**src/rtl/reload_timer.sv**
```systemverilog
// -----------------------------------------------------------------------------
// reload_timer
//   Up/down counter-timer with a reload register, one-shot or periodic
//   operation and a registered terminal-count pulse. It serves as the general
//   timebase and event counter for peripheral blocks.
//
//   Optional feature macro: RELOAD_TIMER_PRESCALE_EN
//     When defined, a PSC port and an internal prescale counter are added.
//     The count then steps once every PSC+1 enabled RUN cycles.
//     When undefined, the count steps on every enabled RUN cycle.
//
// Parameters
//   bitwidth    width of IN, OUT, count and reload
//   PRESCALE_W  width of PSC and the prescale counter
//
// Ports
//   CLK       clock, all state updates on posedge
//   RST_N     asynchronous active-low reset
//   LD        load: reload <= IN, count <= (DIR ? 0 : IN)
//   IN        load value
//   EN        step enable, qualifies stepping in RUN only
//   DIR       0 = count down to 0, 1 = count up to reload
//   PERIODIC  1 = auto-reload at terminal, 0 = one-shot (stop in DONE)
//   START     IDLE/DONE -> RUN (DONE also restarts the count)
//   STOP      RUN/DONE -> IDLE, count held
//   PSC       prescale divisor minus 1 (only with RELOAD_TIMER_PRESCALE_EN)
//   OUT       current count
//   TC        one-cycle registered pulse on each terminal event
//   BUSY      1 while in RUN
//
// Handshake: this block has no valid/ready interfaces. Every control input is
// a level sampled on each rising clock edge. Per edge, exactly one of
// LD > STOP > START > step takes effect.
// -----------------------------------------------------------------------------
module reload_timer #(
    parameter int bitwidth   = 32,
    parameter int PRESCALE_W = 8
) (
    input  logic                  CLK,
    input  logic                  RST_N,
    input  logic                  LD,
    input  logic [bitwidth-1:0]   IN,
    input  logic                  EN,
    input  logic                  DIR,
    input  logic                  PERIODIC,
    input  logic                  START,
    input  logic                  STOP,
`ifdef RELOAD_TIMER_PRESCALE_EN
    input  logic [PRESCALE_W-1:0] PSC,
`endif
    output logic [bitwidth-1:0]   OUT,
    output logic                  TC,
    output logic                  BUSY
);

    typedef enum logic [1:0] {
        S_IDLE = 2'd0,
        S_RUN  = 2'd1,
        S_DONE = 2'd2
    } state_t;

    state_t                r_state;
    state_t                w_state_nxt;
    logic                  r_busy;
    logic [bitwidth-1:0]   r_count;
    logic [bitwidth-1:0]   r_reload;
    logic                  r_tc;
    logic [bitwidth-1:0]   w_count_nxt;
    logic [bitwidth-1:0]   w_reload_nxt;
    logic                  w_tc_nxt;
    logic                  w_tick;
    logic                  w_step;
    logic                  w_terminal;
    logic [bitwidth-1:0]   w_restart_val;

`ifdef RELOAD_TIMER_PRESCALE_EN
    logic [PRESCALE_W-1:0] r_pcnt;
    logic [PRESCALE_W-1:0] w_pcnt_nxt;

    assign w_tick = (r_pcnt == PSC);
`else
    // Without the prescaler every enabled cycle is a tick; any legal width is > 0.
    assign w_tick = (PRESCALE_W > 0);
`endif

    assign w_step        = (r_state == S_RUN) && EN && w_tick;
    assign w_terminal    = DIR ? (r_count == r_reload) : (r_count == '0);
    // Value the count restarts from after a periodic terminal or START in DONE.
    assign w_restart_val = DIR ? '0 : r_reload;

    // ---------------------------------------------------------------- state reg
    always_ff @(posedge CLK or negedge RST_N) begin
        if (!RST_N) begin
            r_state <= S_IDLE;
            r_busy  <= 1'b0;
        end else begin
            r_state <= w_state_nxt;
            r_busy  <= (w_state_nxt == S_RUN);
        end
    end

    // --------------------------------------------------------------- next state
    always_comb begin
        w_state_nxt = r_state;
        if (LD) begin
            if (r_state == S_DONE) begin
                w_state_nxt = S_IDLE;
            end
        end else if (STOP) begin
            w_state_nxt = S_IDLE;
        end else if (START && (r_state != S_RUN)) begin
            w_state_nxt = S_RUN;
        end else if (w_step && w_terminal && !PERIODIC) begin
            w_state_nxt = S_DONE;
        end
    end

    // ------------------------------------------------------- output / datapath
    always_comb begin
        w_count_nxt  = r_count;
        w_reload_nxt = r_reload;
        w_tc_nxt     = 1'b0;
`ifdef RELOAD_TIMER_PRESCALE_EN
        w_pcnt_nxt   = r_pcnt;
`endif
        if (LD) begin
            w_reload_nxt = IN;
            w_count_nxt  = DIR ? '0 : IN;
`ifdef RELOAD_TIMER_PRESCALE_EN
            w_pcnt_nxt   = '0;
`endif
        end else if (STOP) begin
`ifdef RELOAD_TIMER_PRESCALE_EN
            w_pcnt_nxt   = '0;
`endif
        end else if (START && (r_state != S_RUN)) begin
            if (r_state == S_DONE) begin
                w_count_nxt = w_restart_val;
            end
`ifdef RELOAD_TIMER_PRESCALE_EN
            w_pcnt_nxt   = '0;
`endif
        end else if ((r_state == S_RUN) && EN) begin
`ifdef RELOAD_TIMER_PRESCALE_EN
            w_pcnt_nxt = w_tick ? '0 : r_pcnt + 1'b1;
`endif
            if (w_step) begin
                if (w_terminal) begin
                    w_tc_nxt = 1'b1;
                    // One-shot holds the terminal value; periodic restarts.
                    if (PERIODIC) begin
                        w_count_nxt = w_restart_val;
                    end
                end else if (DIR) begin
                    // Wraps through all-ones if count was above reload.
                    w_count_nxt = r_count + 1'b1;
                end else begin
                    w_count_nxt = r_count - 1'b1;
                end
            end
        end
    end

    // ------------------------------------------------------------ datapath reg
    always_ff @(posedge CLK or negedge RST_N) begin
        if (!RST_N) begin
            r_count  <= '0;
            r_reload <= '0;
            r_tc     <= 1'b0;
`ifdef RELOAD_TIMER_PRESCALE_EN
            r_pcnt   <= '0;
`endif
        end else begin
            r_count  <= w_count_nxt;
            r_reload <= w_reload_nxt;
            r_tc     <= w_tc_nxt;
`ifdef RELOAD_TIMER_PRESCALE_EN
            r_pcnt   <= w_pcnt_nxt;
`endif
        end
    end

    assign OUT  = r_count;
    assign TC   = r_tc;
    assign BUSY = r_busy;

endmodule
```
**config.mk**
```make
export PLATFORM = sky130hd
export DESIGN_NAME = reload_timer
export DESIGN_NICKNAME = d
export VERILOG_FILES = /design/src/rtl/reload_timer.sv
export SDC_FILE = /design/constraint.sdc
export NUM_CORES = 1
export LEC_CHECK = 0
export ABC_AREA = 1
export CAP_MARGIN = 10
export CORE_AREA = 3 3 112 114
export DETAILED_ROUTE_END_ITERATION = 10
export DIE_AREA = 0 0 115 117
export GPL_ROUTABILITY_DRIVEN = 0
export HOLD_SLACK_MARGIN = 0.05
export PLACE_DENSITY = 0.8
export SLEW_MARGIN = 20
export SYNTH_ARGS = -nofsm -noshare
export SYNTH_HDL_FRONTEND = slang
export SYNTH_SLANG_ARGS = --single-unit
```
**constraint.sdc**
```tcl
create_clock -name CLK -period 2.9 [get_ports CLK]
set_clock_uncertainty 0.2 [all_clocks]
set_input_delay 0.58 -clock CLK [delete_from_list [all_inputs] [get_ports CLK]]
set_output_delay 0.58 -clock CLK [all_outputs]
set_load 0.02 [all_outputs]
```
=== After elaboration in Yosys (flattened, before gate mapping) ===
Index checks and enable logic that the tools add are counted.

* Input bits: 40
* Output and inout bits: 34
* Register bits: 68
* Word-level logic and storage cells: 44

* Eq/ne operators: 8
* $add $sub $neg: 2
* Reductions and logical operators: 8
* Multiplexer cells: 21

{| class="wikitable"
|+ Operator list
! operator !! number
|-
| 32-bit two-way mux || 10
|-
| 32-bit by 1-bit adder with 32-bit output (second input constant) || 1
|-
| 32-bit equality test || 1
|-
| 32-bit zero test || 1
|-
| 32-bit by 1-bit subtractor with 32-bit output (second input constant) || 1
|-
| 2-bit two-way mux || 5
|-
| 1-bit two-way mux || 6
|-
| 2-bit by 1-bit equality test with 1-bit output (second input constant) || 2
|-
| 1-bit logical AND || 4
|-
| 4-bit by 3-bit inequality test with 1-bit output (second input constant) || 1
|-
| 4-bit AND reduction || 1
|-
| 3-bit inequality test (second input constant) || 1
|-
| 3-bit nonzero test || 1
|-
| 2-bit equality test (second input constant) || 1
|-
| 2-bit by 1-bit inequality test with 1-bit output (second input constant) || 1
|-
| 2-bit inequality test (second input constant) || 1
|-
| 1-bit zero test || 1
|}

=== Logic depth before layout (Yosys ltp) ===
Gate-level depths: netlist of run 1.

* Word-level depth: 9
* Gate-level depth with buffers: 19
* Mapped depth without buffers: 18

=== Least setup slack after synthesis of run 1 ===
No wires, ideal clock.

* Path type: input to register
* Start point: input DIR
* End point: register r_count[11] (netlist: OUT[11])
* Arrival time: 2,978 ps
* Slack: -394 ps
* Stages: 16
* Path buffers: 1
* Setup time: 117 ps
* Required time: 2,583 ps
* Cells stage by stage: inv_1 clkbuf_1 ha_1 nand2_1 nand3_1 nand2_1 nand2_1 nand2_1 nand2_1 xor2_1 nand3_1 nand2_1 nand2_1 nand2_1 nand2_1 nand2_1

* Word-level cells in the longest chain between the ends: 7
* Elaborated cells between the ends (all ways): 13
* Classes of those cells: eq/ne: 1; mux: 11; reduce/logical: 1

{| class="wikitable"
|+ Ends and longest elaborated chain
! element !! line !! source
|-
| start: declaration || 44 || <nowiki>input logic DIR,</nowiki>
|-
| 32-bit two-way mux || 89 || <nowiki>assign w_restart_val = DIR ? '0 : r_reload;</nowiki>
|-
| 32-bit two-way mux || 151 || <nowiki>if (PERIODIC) begin</nowiki>
|-
| 32-bit two-way mux || 148 || <nowiki>if (w_terminal) begin</nowiki>
|-
| 32-bit two-way mux || 143 || <nowiki>end else if ((r_state == S_RUN) && EN) begin</nowiki>
|-
| 32-bit two-way mux || 136 || <nowiki>end else if (START && (r_state != S_RUN)) begin</nowiki>
|-
| 32-bit two-way mux || 132 || <nowiki>end else if (STOP) begin</nowiki>
|-
| 32-bit two-way mux || 126 || <nowiki>if (LD) begin</nowiki>
|-
| end signal: assignment || 174 || <nowiki>r_count <= w_count_nxt;</nowiki>
|-
| end: declaration || 65 || <nowiki>logic [bitwidth-1:0] r_count;</nowiki>
|}

Parallel ways exist; a longest one is shown, timed or not. The select of a mux whose other input is x is not followed.
A chain may end at the register's enable or synchronous reset.

=== Worst setup path in the final report of run 1 ===
* Start point: register r_count[27] (netlist: OUT[27])
* End point: register r_count[30] (netlist: OUT[30])

* Word-level cells in the longest chain between the ends: 7
* Elaborated cells between the ends (all ways): 13
* Classes of those cells: add/sub: 2; eq/ne: 2; mux: 7; reduce/logical: 2

{| class="wikitable"
|+ Ends and longest elaborated chain
! element !! line !! source
|-
| 32-bit by 1-bit subtractor with 32-bit output, or another cell as far along || 158 || <nowiki>w_count_nxt = r_count - 1'b1;</nowiki>
|-
| 32-bit two-way mux / 1-bit two-way mux (equally long branches) || 154, 87 ||
|-
| 32-bit two-way mux || 148 ||
|-
| 32-bit two-way mux || 143 ||
|-
| 32-bit two-way mux || 136 ||
|-
| 32-bit two-way mux || 132 ||
|-
| 32-bit two-way mux || 126 ||
|}

Parallel ways exist; a longest one is shown, timed or not. The select of a mux whose other input is x is not followed.

==> results of run 1 <==
flip-flops by register name (all words and copies together) (netlist names):
| name | cells |
|---|---|
| BUSY | 1 |
| OUT | 32 |
| r_state | 2 |
| TC | 1 |
| r_reload | 32 |
kinds of logic (layout without fill, tap and decap cells):
family | count (synthesis) | count (layout) | share of synthesized area, %
AND/OR/NAND/NOR | 796 | 796 | 47.7
flip-flops | 68 | 68 | 25.5
adder cells (fa/ha/maj) | 31 | 31 | 5.92
buffers and inverters | 210 | 373 | 12.4
AO/OA/AOI/OAI | 67 | 67 | 5.46
XOR/XNOR | 23 | 23 | 3.02
worst max-delay path, stage by stage, from the launching register on:
cell	delay (ns)
dfrtp_1	0.43
inv_1	0.15
nand2_1	0.10
nand2_1	0.14
nor2_1	0.06
nand2_1	0.10
nor2_1	0.07
nand3_2	0.13
o21bai_4	0.07
nor2_1	0.67
nand2_1	0.18
nand2_1	0.12
nand2_1	0.07
a21oi_2	0.16
final timing paths:
kind	from	endpoint	slack, ns	cells past startpoint
worst min-delay path	r_reload[15]$_DFFE_PN0P_	r_reload[15]$_DFFE_PN0P_	0.32	2
max in group asynchronous	RST_N	OUT[27]$_DFFE_PN0P_	1.18	3
worst max-delay path	OUT[27]$_DFFE_PN0P_	OUT[30]$_DFFE_PN0P_	0.18	13
min in group asynchronous	RST_N	OUT[7]$_DFFE_PN0P_	0.54	2
worst max register to register	OUT[27]$_DFFE_PN0P_	OUT[30]$_DFFE_PN0P_	0.18	13
worst min register to register	r_reload[15]$_DFFE_PN0P_	r_reload[15]$_DFFE_PN0P_	0.32	2
power groups by stage:
| stage | Combinational (W) | Sequential, W | Clock, W |
|---|---|---|---|
| final | 0.00404 | 0.00149 | 0.00108 |
| after global routing | 0.00443 | 0.00150 | 0.00111 |
| after detailed placement | 0.00360 | 0.00143 | 0 |
| after floorplan | 0.00195 | 0.00148 | 0 |
| after CTS | 0.00383 | 0.00146 | 0.00108 |
| after global placement | 0.00355 | 0.00143 | 0 |
cells in the final DEF (no fill, tap or decap), types with 22 or more instances in the layout:
master	count
nand2_1	550
inv_1	172
clkdlybuf4s50_1	70
nor2_1	108
o21ai_0	35
ha_4	22
nand3_1	85
buf_4	100
dfrtp_1	68
what timing repair did:
item                       in CTS  in global routing
resized for setup              55                 23
hold endpoints to repair       20                  0
setup endpoints to repair      25                 11
buffers inserted                1                  2
pin swaps                       1                  1
hold buffers                    1                  0
layout make-up:
cell class | count | area, um2
multi-input cells | 917 | 4550
well taps | 143 | 179
clock inverters | 4 | 51.3
inverters | 177 | 664
fillers | 916 | 2530
repair buffers | 181 | 1600
flip-flops and latches | 68 | 1700
clock buffers | 11 | 233
metrics by stage:
| stage | setup TNS [ns] | instance area [um2] |
|---|---|---|
| after global routing | 0 | 8980 |
| after detailed placement | -12.85 | 8230 |
| after CTS | 0 | 8890 |
| after floorplan | 0 | 6680 |
| final | 0 | 8980 |
| after global placement | -11.55 | 8230 |
routing by layer:
layer | track usage, % | up-vias | wire length, um | part of all wire [%]
met1 | 46.3 | 3622 | 9620 | 41
met5 | 0 | - | 0 | 0
met3 | 7.66 | 99 | 2320 | 9.8
met2 | 56.3 | 469 | 10400 | 44
li1 | - | 3954 | - | -
met4 | 17.2 | 0 | 1230 | 5.2
==> results.toml, run 1 <==
[final_layout]
num_antenna_cells = 0
layout-drive-gt1-share_pct = 14.4
area_growth_syn_to_layout_pct = 34.6
final_util_pct = 78.0
layout.nets = 1425
stdcell_count = 1501

[logic_synthesis]
synth-seq-area-share_pct = 25.5
synth_top_cell_area_share_pct = 31.4
synth_common_cells = "nand2_1 (559), inv_1 (174), nor2_1 (123)"
yosys-top-cells-area = "nand2_1 (31%), dfrtp_1 (25%), inv_1 (9.8%)"
synth_cells = 1195
yosys.area.top_type = "nand2_1"
synth_cell_type_count = 28
syn-num-nets = 1266
synth_area_um2 = 6670
synth_async_sr_flop_share_pct = 100
synth_edf_count = 0
syn_area_per_cell_um2 = 5.58
synth.most_common_cell = "nand2_1"
ys_ff_latch = 68
synth_warnings = 0
synth-main-ff-cell = "dfrtp_1"

[timing]
slew-limit-headroom_pct = 41.7
rsz0062_at_grt = "false"
fmax_ghz = 0.368
hold_viol = 0
whs_ns = 0.322
fin_crit_sh_pct = 93.6
worst_slew_pin_slew_ns = 0.872
fin_ws_ns = 0.185
setup_viol = 0
slew_viol_final = 0
timing.final.crit_period_ns = 2.72

[clock_tree]
clockBufferDepth = 2
htree_levels = 3
clk_pin_slew_ns = 0.06
clk_latency_ns = 0.33
cts_buffers = 9
tritoncts = "yes"
cts_sinks = 68
clock-root-buffer = "clkbuf_16"

[floorplanning]
dieHeight_um = 117
row_count = 39
io-pin-count = 74
die_w_um = 115
dieArea_um2 = 13500
initial_utilization_pct = 58.0
core_um2 = 11500

[place]
placedCellCount = 1482
portBuffers = 73
dp_slack_ns = -0.658
post-dp-hpwl_mm = 17.5

[global_routing]
grt_pass1_wl_mm = 37.6
gr-total-overflow = 0
grt_max_degree = 61
grt_antenna_before_repair = 0
grt_util_all_layers_pct = 35.5
grt_pass1_vias = 7759

[pwr]
p_clk_share_pct = 16.4
p_seq_share_pct = 22.5
leakage_nw = 5.01
p_total_w = 0.00661
vdd_drop_max_uv = 431
p_int_w = 0.00354
power_frac_comb_pct = 61.1
p_per_area_nw_per_um2 = 736
p_switching_w = 0.00306
switching_share_pct = 46.4

[detailed_routing]
via_count = 8144
drt-vias-per-instance = 5.43
ant_nets = 0
drcViolationCount = 0
drt-total-wl_mm = 23.6
first_pass_iters = 6
wl_per_cell_um = 15.7
drtIter0Drc = 1020

[flow_run]
cap_violations = 0

[min_path]
hold_path_class = "reg2reg"

[critical_path]
worstPathMaxFanout = 11
cp.arrival_ns = 2.77
crit_type = "reg2reg"
critPathCaptureType = "register"
cp-start-kind = "register"
crit_required_ns = 2.96

[run_status]
status = "complete, no violations"
No activity file was read; power rests on OpenSTA's default activity.
==> inputs of run 2 (changes only) <==
CORE_AREA = 3 3 110 112   (was 3 3 112 114)
DIE_AREA = 0 0 113 115   (was 0 0 115 117)
PLACE_DENSITY = 0.83   (was 0.8)
clock period = 3.4 ns   (was 2.9 ns; I/O delays follow)
==> results.toml, run 2 (synthesis gave the netlist of run 1 again) <==
[pwr]
vdd_drop_max_uv = 382
p_per_area_nw_per_um2 = 633
leakage_nw = 4.74

[critical_path]
r2r-start = "OUT[1]$_DFFE_PN0P_"
cp.arrival_ns = 3.27
regToRegSetupSlack_ns = 0.58
worstPathMaxFanout = 33
critPathLaunch = "DIR"
crit_required_ns = 3.45
crit_type = "in2reg"
worst_r2r_path_depth = 16
endpoint = "OUT[29]$_DFFE_PN0P_"
cp-start-kind = "primary input"
r2r-end = "OUT[18]$_DFFE_PN0P_"
critPathCaptureType = "register"

[detailed_routing]
drtIter0Drc = 1028
drcViolationCount = 0
drt-vias-per-instance = 5.35
drt-total-wl_mm = 21.6
ant_nets = 0
first_pass_iters = 6
via_count = 7747
wl_per_cell_um = 15.0

[floorplanning]
dieHeight_um = 115
core_um2 = 11300
die_w_um = 113
initial_utilization_pct = 59.0
io-pin-count = 74
row_count = 39
dieArea_um2 = 13000

[place]
placedCellCount = 1431
post-dp-hpwl_mm = 16.5
place_area_um2 = 7840
portBuffers = 73
dp_slack_ns = -0.180

[timing]
slew-limit-headroom_pct = 32.7
hold_viol = 0
fin_crit_sh_pct = 94.4
fmax_ghz = 0.311
timing.final.crit_period_ns = 3.21
rsz0062_at_grt = "false"
slew_viol_final = 0
worst_slew_pin_slew_ns = 1.01
setup_viol = 0
fin_ws_ns = 0.189

[clock_tree]
htree_levels = 3
cts_sinks = 68
cts_setup_buffers = 0
clock-root-buffer = "clkbuf_16"
clk_pin_slew_ns = 0.06
clockBufferDepth = 2
cts_buffers = 9
cts_hold_buf = 0
clk_latency_ns = 0.34
tritoncts = "yes"

[run_status]
status = "complete, no violations"

[final_layout]
fillers = 1022
num_antenna_cells = 0
layout-drive-gt1-share_pct = 6.44
stdcell_count = 1447
mostFrequentLayoutCell = "nand2_1"
final_area_um2 = 8190
layout.nets = 1370
final_cell_mix = "nand2_1 (559), inv_1 (173), nor2_1 (120)"
final_util_pct = 72.3
area_growth_syn_to_layout_pct = 22.6

[global_routing]
grt_antenna_before_repair = 0
grt_util_all_layers_pct = 34.0
grt_pass1_wl_mm = 35.1
grt_pass1_vias = 7275
grt_max_degree = 60
gr-total-overflow = 0

[flow_run]
cap_violations = 0

[min_path]
hold_path_class = "in2async"
## run 2: cell types whose count changed in the layout (fill, tap and decap cells not counted), moves of 12 or more
cell	before	now
ha_4	22	0
buf_4	100	50
nor2_1	108	120
ha_1	6	30
## run 2: how the worst min path moves through the flow
stage	from	to	slack (ns)	cells past startpoint
after floorplan	RST_N	BUSY$_DFF_PN0_	0.18	0
after global placement	r_reload[15]$_DFFE_PN0P_	r_reload[15]$_DFFE_PN0P_	0.30	2
after detailed placement	r_reload[15]$_DFFE_PN0P_	r_reload[15]$_DFFE_PN0P_	0.30	2
after CTS	RST_N	OUT[27]$_DFFE_PN0P_	0.25	1
after global routing	RST_N	OUT[27]$_DFFE_PN0P_	0.29	1
final	RST_N	OUT[27]$_DFFE_PN0P_	0.23	1
## run 2: per-stage QoR
stage	hold slack, ns	total power (W)	setup TNS [ns]
after floorplan	0.184	0.00293	0
after global placement	0.297	0.00400	-0.385
after detailed placement	0.301	0.00404	-0.354
after CTS	0.245	0.00509	0
after global routing	0.289	0.00555	0
final	0.226	0.00518	0
## run 2: layout make-up
cell class                      count  area, um2  area share, %
Multi-Input combinational cell    917       4160           50.8
Sequential cell                    68       1700           20.8
Timing Repair Buffer              126       1160           14.1
Inverter                          177        664           8.12
Clock buffer                       13        260           3.18
Tap cell                          143        179           2.19
Clock inverter                      3       68.8          0.841
## run 2: worst max-delay path, stage by stage
cell             delay, ns
clkdlybuf4s50_1       0.49
inv_2                 0.06
buf_12                0.16
buf_4                 0.18
ha_1                  0.33
nand2_1               0.12
nor2_1                0.20
nand2_1               0.13
nor2_1                0.15
nand2_1               0.14
nand2_1               0.10
nand2_1               0.05
nand2_1               0.08
nand2_1               0.06
nand2_1               0.09
nand2_1               0.05
a21oi_1               0.18
## run 2: power breakdown
group          switching [W]  total [W]  leakage, nW  internal (W)
Sequential          0.000296    0.00125        0.846      0.000957
Clock               0.000357    0.00104        0.160      0.000684
Combinational        0.00174    0.00289         3.74       0.00115
## run 2: layer usage
layer	GRT usage (%)	routed length (um)	share of wire [%]
met1	44.6	8830	41
met2	56.0	9680	45
met3	6.05	2320	11
met4	13.4	815	3.8
met5	0	0	0
## run 2: repair_timing
action	4_1_cts	5_1_grt
endpoints found under the hold margin	0	0
endpoints found under the setup margin	0	2
gates resized for setup	0	4
